===== src/rtl/fixed_point_pkg.sv =====
// Shared definitions for the fixed-point multiply/divide datapath blocks:
// multiplier FSM states, rounding shift and saturation limits.
package fixed_point_pkg;

  typedef enum logic [1:0] {
    IDLE  = 2'd0,
    RUN   = 2'd1,
    ROUND = 2'd2,
    DONE  = 2'd3
  } mult_state_t;

  // Right shift taking a Q1.(in_w-1) x Q1.(in_w-1) product to Q1.(out_w-1).
  function automatic int calc_shift(input int in_w, input int out_w);
    return 2 * (in_w - 1) - (out_w - 1);
  endfunction

  function automatic longint sat_max(input int w);
    return (longint'(1) <<< (w - 1)) - 1;
  endfunction

  function automatic longint sat_min(input int w);
    return -(longint'(1) <<< (w - 1));
  endfunction

endpackage


===== src/rtl/fxp_round_sat.sv =====
// Magnitude + sign to signed Q1.(OUT_WIDTH-1): round half away from zero on
// the magnitude, then clamp to the representable range.
module fxp_round_sat
  import fixed_point_pkg::*;
#(
  parameter int ACC_W     = 24,
  parameter int OUT_WIDTH = 12,
  parameter int SHIFT     = 11
) (
  input  logic [ACC_W-1:0]            mag_i,
  input  logic                        sign_i,
  output logic signed [OUT_WIDTH-1:0] res_o
);

  localparam int HS = (SHIFT > 0) ? SHIFT - 1 : 0;
  localparam logic [ACC_W:0] ONE      = {{ACC_W{1'b0}}, 1'b1};
  localparam logic [ACC_W:0] HALF     = (SHIFT > 0) ? (ONE << HS) : '0;
  localparam logic [ACC_W:0] POS_LIM  = (ONE << (OUT_WIDTH - 1)) - ONE;
  localparam logic [ACC_W:0] NEG_LIM  = ONE << (OUT_WIDTH - 1);
  localparam logic signed [OUT_WIDTH-1:0] MAX_POS = OUT_WIDTH'(sat_max(OUT_WIDTH));
  localparam logic signed [OUT_WIDTH-1:0] MIN_NEG = OUT_WIDTH'(sat_min(OUT_WIDTH));

  // One extra bit so the rounding increment cannot wrap the magnitude.
  function automatic logic [ACC_W:0] round_mag(input logic [ACC_W-1:0] m);
    logic [ACC_W:0] sum;
    sum = {1'b0, m} + HALF;
    return sum >> SHIFT;
  endfunction

  function automatic logic signed [OUT_WIDTH-1:0] saturate(input logic [ACC_W:0] m,
                                                           input logic        s);
    logic [OUT_WIDTH-1:0] low;
    low = m[OUT_WIDTH-1:0];
    if (!s && (m > POS_LIM)) return MAX_POS;
    if (s && (m > NEG_LIM))  return MIN_NEG;
    return s ? signed'(-low) : signed'(low);
  endfunction

  always_comb begin
    res_o = saturate(round_mag(mag_i), sign_i);
  end

endmodule


===== src/rtl/fixed_point_multiplier.sv =====
// Sequential signed Q1.(N-1) multiplier: radix-2 shift-add over operand
// magnitudes for IN_WIDTH cycles, then one cycle of sign fix/round/saturate.
module fixed_point_multiplier
  import fixed_point_pkg::*;
#(
  parameter int IN_WIDTH  = 12,
  parameter int OUT_WIDTH = 12
) (
  input  logic                        clk,
  input  logic                        rst,
  input  logic signed [IN_WIDTH-1:0]  rs1,
  input  logic signed [IN_WIDTH-1:0]  rs2,
  input  logic                        in_valid,
  output logic                        in_ready,
  output logic signed [OUT_WIDTH-1:0] rd,
  output logic                        out_valid,
  input  logic                        out_ready
);

  localparam int ACC_W = 2 * IN_WIDTH;
  localparam int SHIFT = calc_shift(IN_WIDTH, OUT_WIDTH);
  localparam int CNT_W = $clog2(IN_WIDTH + 1);
  localparam logic [CNT_W-1:0] LAST = CNT_W'(IN_WIDTH - 1);

  mult_state_t                 state_q, state_d;
  logic [ACC_W-1:0]            acc_q, acc_d;
  logic [ACC_W-1:0]            mcand_q, mcand_d;
  logic [IN_WIDTH-1:0]         mplier_q, mplier_d;
  logic [CNT_W-1:0]            cnt_q, cnt_d;
  logic                        sign_q, sign_d;
  logic signed [OUT_WIDTH-1:0] rd_q, rd_d;
  logic                        out_valid_q, out_valid_d;
  logic signed [OUT_WIDTH-1:0] rounded;

  // The most negative operand's magnitude 2^(IN_WIDTH-1) still fits unsigned.
  function automatic logic [IN_WIDTH-1:0] mag_of(input logic [IN_WIDTH-1:0] v);
    return v[IN_WIDTH-1] ? (~v + 1'b1) : v;
  endfunction

  fxp_round_sat #(
    .ACC_W    (ACC_W),
    .OUT_WIDTH(OUT_WIDTH),
    .SHIFT    (SHIFT)
  ) u_round_sat (
    .mag_i (acc_q),
    .sign_i(sign_q),
    .res_o (rounded)
  );

  assign in_ready  = (state_q == IDLE);
  assign rd        = rd_q;
  assign out_valid = out_valid_q;

  always_comb begin
    state_d     = state_q;
    acc_d       = acc_q;
    mcand_d     = mcand_q;
    mplier_d    = mplier_q;
    cnt_d       = cnt_q;
    sign_d      = sign_q;
    rd_d        = rd_q;
    out_valid_d = out_valid_q;
    unique case (state_q)
      IDLE: begin
        if (in_valid) begin
          mcand_d  = {{IN_WIDTH{1'b0}}, mag_of(rs1)};
          mplier_d = mag_of(rs2);
          sign_d   = rs1[IN_WIDTH-1] ^ rs2[IN_WIDTH-1];
          acc_d    = '0;
          cnt_d    = '0;
          state_d  = RUN;
        end
      end
      RUN: begin
        if (mplier_q[0]) acc_d = acc_q + mcand_q;
        mcand_d  = mcand_q << 1;
        mplier_d = mplier_q >> 1;
        cnt_d    = cnt_q + 1'b1;
        if (cnt_q == LAST) state_d = ROUND;
      end
      ROUND: begin
        rd_d        = rounded;
        out_valid_d = 1'b1;
        state_d     = DONE;
      end
      DONE: begin
        if (out_ready) begin
          out_valid_d = 1'b0;
          state_d     = IDLE;
        end
      end
      default: state_d = IDLE;
    endcase
  end

  always_ff @(posedge clk or posedge rst) begin
    if (rst) begin
      state_q     <= IDLE;
      acc_q       <= '0;
      mcand_q     <= '0;
      mplier_q    <= '0;
      cnt_q       <= '0;
      sign_q      <= 1'b0;
      rd_q        <= '0;
      out_valid_q <= 1'b0;
    end else begin
      state_q     <= state_d;
      acc_q       <= acc_d;
      mcand_q     <= mcand_d;
      mplier_q    <= mplier_d;
      cnt_q       <= cnt_d;
      sign_q      <= sign_d;
      rd_q        <= rd_d;
      out_valid_q <= out_valid_d;
    end
  end

endmodule


===== config.mk =====
export PLATFORM = sky130hd
export DESIGN_NAME = fixed_point_multiplier
export DESIGN_NICKNAME = d
export VERILOG_FILES = /design/src/rtl/fixed_point_pkg.sv /design/src/rtl/fxp_round_sat.sv /design/src/rtl/fixed_point_multiplier.sv
export SDC_FILE = /design/constraint.sdc
export NUM_CORES = 1
export LEC_CHECK = 0
export ABC_AREA = 1
export CAP_MARGIN = 20
export CORE_UTILIZATION = 55
export DETAILED_ROUTE_END_ITERATION = 12
export PLACE_DENSITY_LB_ADDON = 0.25
export SYNTH_ARGS = -nofsm -noshare
export SYNTH_HDL_FRONTEND = slang
export SYNTH_HIERARCHICAL = 1
export SYNTH_SLANG_ARGS = --single-unit

===== constraint.sdc =====
create_clock -name clk -period 7.1 [get_ports clk]
set_input_delay 1.775 -clock clk [delete_from_list [all_inputs] [get_ports clk]]
set_output_delay 1.775 -clock clk [all_outputs]
set_load 0.02 [all_outputs]

==> flow_summary.ini <==
[worst_setup_path]
cp_num_buf_inv = 4
r2r_cells = 9
cp_data_arrival_time_ns = 3.93
cpMaxStageDelayCell = clkdlybuf4s50_1
crit_top_cell = nand2_1
critical_path.top_delay_family = buffers and inverters
cp.depth = 9
r2r_start = state_q[1]
crit_fanout = 35
max_stage_delay_ns = 0.43
crit_type = in -> reg
worst_setup_path_start_kind = input pin
crit_path_end_kind = flip-flop
endpoint = acc_q[5]
crit_start = in_valid
r2r-end = acc_q[4]
regToRegSetupSlack_ns = 4.35
required_ns = 7.38
path_cells = clkdlybuf4s50_1, nand2_1, o21ai_2, buf_8, inv_2, a21oi_4, inv_2, nand2_1, nand2_1

[final_layout]
insertedDiodeCount = 0
layout-drive-gt1-share_pct = 6.34
syn2layout_area_growth_pct = 12.8
final_cell_area_um2 = 7220
fin_cells = 1169
final_nets = 1083
fin_util_pct = 63.5

[cts]
cts_setup_buffers = 0
htree_levels = 3
cts_buffers = 9
cts_hold_buf = 0
root_buffer = clkbuf_16
clock-sinks = 80
cts_buffer_depth = 2
clkSlewWorstSetupHoldPaths_ns = 0.06
cts_resized = 0
cts_tree = built
clk_latency_ns = 0.35

[sta]
max_slew_margin_pct = 46.0
post-route-period-util_pct = 51.5
fin_ws_ns = 3.45
whs_ns = 0.480
fin_crit_ns = 3.65
hold_violations = 0
skew_ns = 0.00416
tightestPinTransition_ns = 0.804
finalSetupTns_ns = 0
rsz0062_at_grt = false
fmax_mhz = 274
slew_viol_final = 0
setup_violations = 0

[detailed_routing]
drc = 0
dr.pass1.iters = 5
ant_nets = 0
via_per_inst = 5.26
post_drt_wl_per_cell_um = 13.0
via_count = 6152
totalWireLength_mm = 15.2
drtIter0Drc = 342

[logic_synthesis]
ys_types = 41
ys_dominant_reg_cell = dfrtp_1
syn_area_um2 = 6400
async_flop_share_pct = 100
yosysWarnings = 6
synth_area_per_cell_um2 = 6.48
ys_ff_latch = 80
ys_seq_area_share_pct = 31.3
syn_nets = 1050
syn-instance-count = 988
synth_edf_count = 0

[global_routing]
grt_pass1_vias = 5514
grt_first_pass_wirelength_mm = 25.1
antenna_found_initial = 0
grt_use_total_pct = 26.7
grt_max_degree = 81
grt-ovfl-total = 0

[floorplan]
die_w_um = 110
core_region_area_um2 = 11400
pin_count = 42
die-area_um2 = 12100
die_y_um = 110
start_util_pct = 56.3
rows = 39

[power_and_ir_drop]
power.total_mw = 3.04
p_leak_nw = 3.88
ir_drop_uv = 289
power.density_nw_per_um2 = 421

[placed_design]
dp.cells = 1151
gp_congestion = 0.878
placement.io_buffers = 41
dp_hpwl_mm = 11.2
place_worst_setup_slack_ns = 2.81
placed_cell_area_um2 = 6860

[hold_path]
hold_depth = 2
hp-class = reg -> reg
hold_path_startpoint = mplier_q[8]

[job]
cap_violations = 0

[status]
status = finished, final reports clean
## state kept, by name, summed over array words and instances (netlist names)
name	flops
state_q	2
acc_q	24
mplier_q	12
mcand_q	24
sign_q	1
rd	12
cnt_q	4
out_valid	1
## Yosys cell counts (3+ instances only)
cell / count / share of area (%)
o211ai_1: 11 / 1.3
nor2_2: 5 / 0.49
nand2_1: 354 / 21
mux2_2: 12 / 2.1
clkbuf_1: 7 / 0.41
xor2_1: 8 / 1.1
o21ai_1: 3 / 0.23
inv_1: 138 / 8.1
o21ai_0: 47 / 3.7
nand2_2: 6 / 0.59
inv_2: 8 / 0.47
a21oi_1: 45 / 3.5
nor3_1: 6 / 0.47
xnor2_1: 3 / 0.41
or2_2: 4 / 0.39
dfrtp_1: 80 / 31
nand3b_1: 7 / 0.82
buf_2: 7 / 0.55
buf_6: 6 / 1.1
nor2_4: 4 / 0.70
ha_1: 33 / 6.5
o22ai_1: 11 / 1.1
nand3_1: 68 / 5.3
nand4_1: 12 / 1.2
nor2_1: 83 / 4.9
## layout by cell type, fill, tap and decap left out, types with 5 or more instances in the layout
master	count
a21oi_1	45
clkbuf_16	9
clkdlybuf4s50_1	41
dfrtp_1	80
ha_1	33
inv_1	137
inv_2	8
mux2_2	12
nand2_1	354
nand2_2	6
nand3_1	68
nand3b_1	7
nand4_1	12
nor2_1	83
nor2_2	5
nor3_1	6
o211ai_1	11
o21ai_0	47
o22ai_1	11
xor2_1	8
## cells by family (layout without fill, tap and decap cells)
group	after synthesis	after routing	synth area share (%)
mux	12	12	2.11
buf+inv	170	208	10.9
fa+ha+maj	34	34	6.77
compound gates	127	127	11.2
simple gates	554	554	36.2
flops	80	80	31.3
xor+xnor	11	11	1.51
## final cells by class
type	instances	area, um2
inverters	147	553
clock buffers	11	253
multi-input cells	738	3700
clock inverters	5	63.8
repair buffers	45	468
fillers	1061	4150
flip-flops and latches	80	2000
well taps	143	179
## power breakdown
part,switching [mW],internal [mW]
logic,1.07,0.639
registers,0.183,0.653
clock network,0.200,0.294
## worst register-to-register path: stages, from the launching register on
cell	delay (ns)
dfrtp_1	0.39
inv_1	0.10
ha_1	0.19
inv_2	0.20
o21ai_2	0.57
buf_8	0.24
inv_2	0.24
a21oi_4	0.22
inv_2	0.22
o31ai_2	0.27
## layer usage
| metal | GRT usage [%] | part of all wire [%] | vias up |
|---|---|---|---|
| met1 | 35.7 | 45 | 2756 |
| li1 | - | - | 3203 |
| met5 | 0 | 0 | - |
| met3 | 4.62 | 5.4 | 22 |
| met2 | 43.8 | 47 | 171 |
| met4 | 8.48 | 2.0 | 0 |
## worst min-delay path by stage
stage          slack [ns]          end
3_3_place_gp         0.46  mplier_q[3]
2_1_floorplan        0.44  mplier_q[8]
3_5_place_dp         0.46  mplier_q[8]
6_report             0.48  mplier_q[8]
4_1_cts              0.48  mplier_q[8]
5_1_grt              0.50  mplier_q[5]
Power figures use the tool's default switching activity.
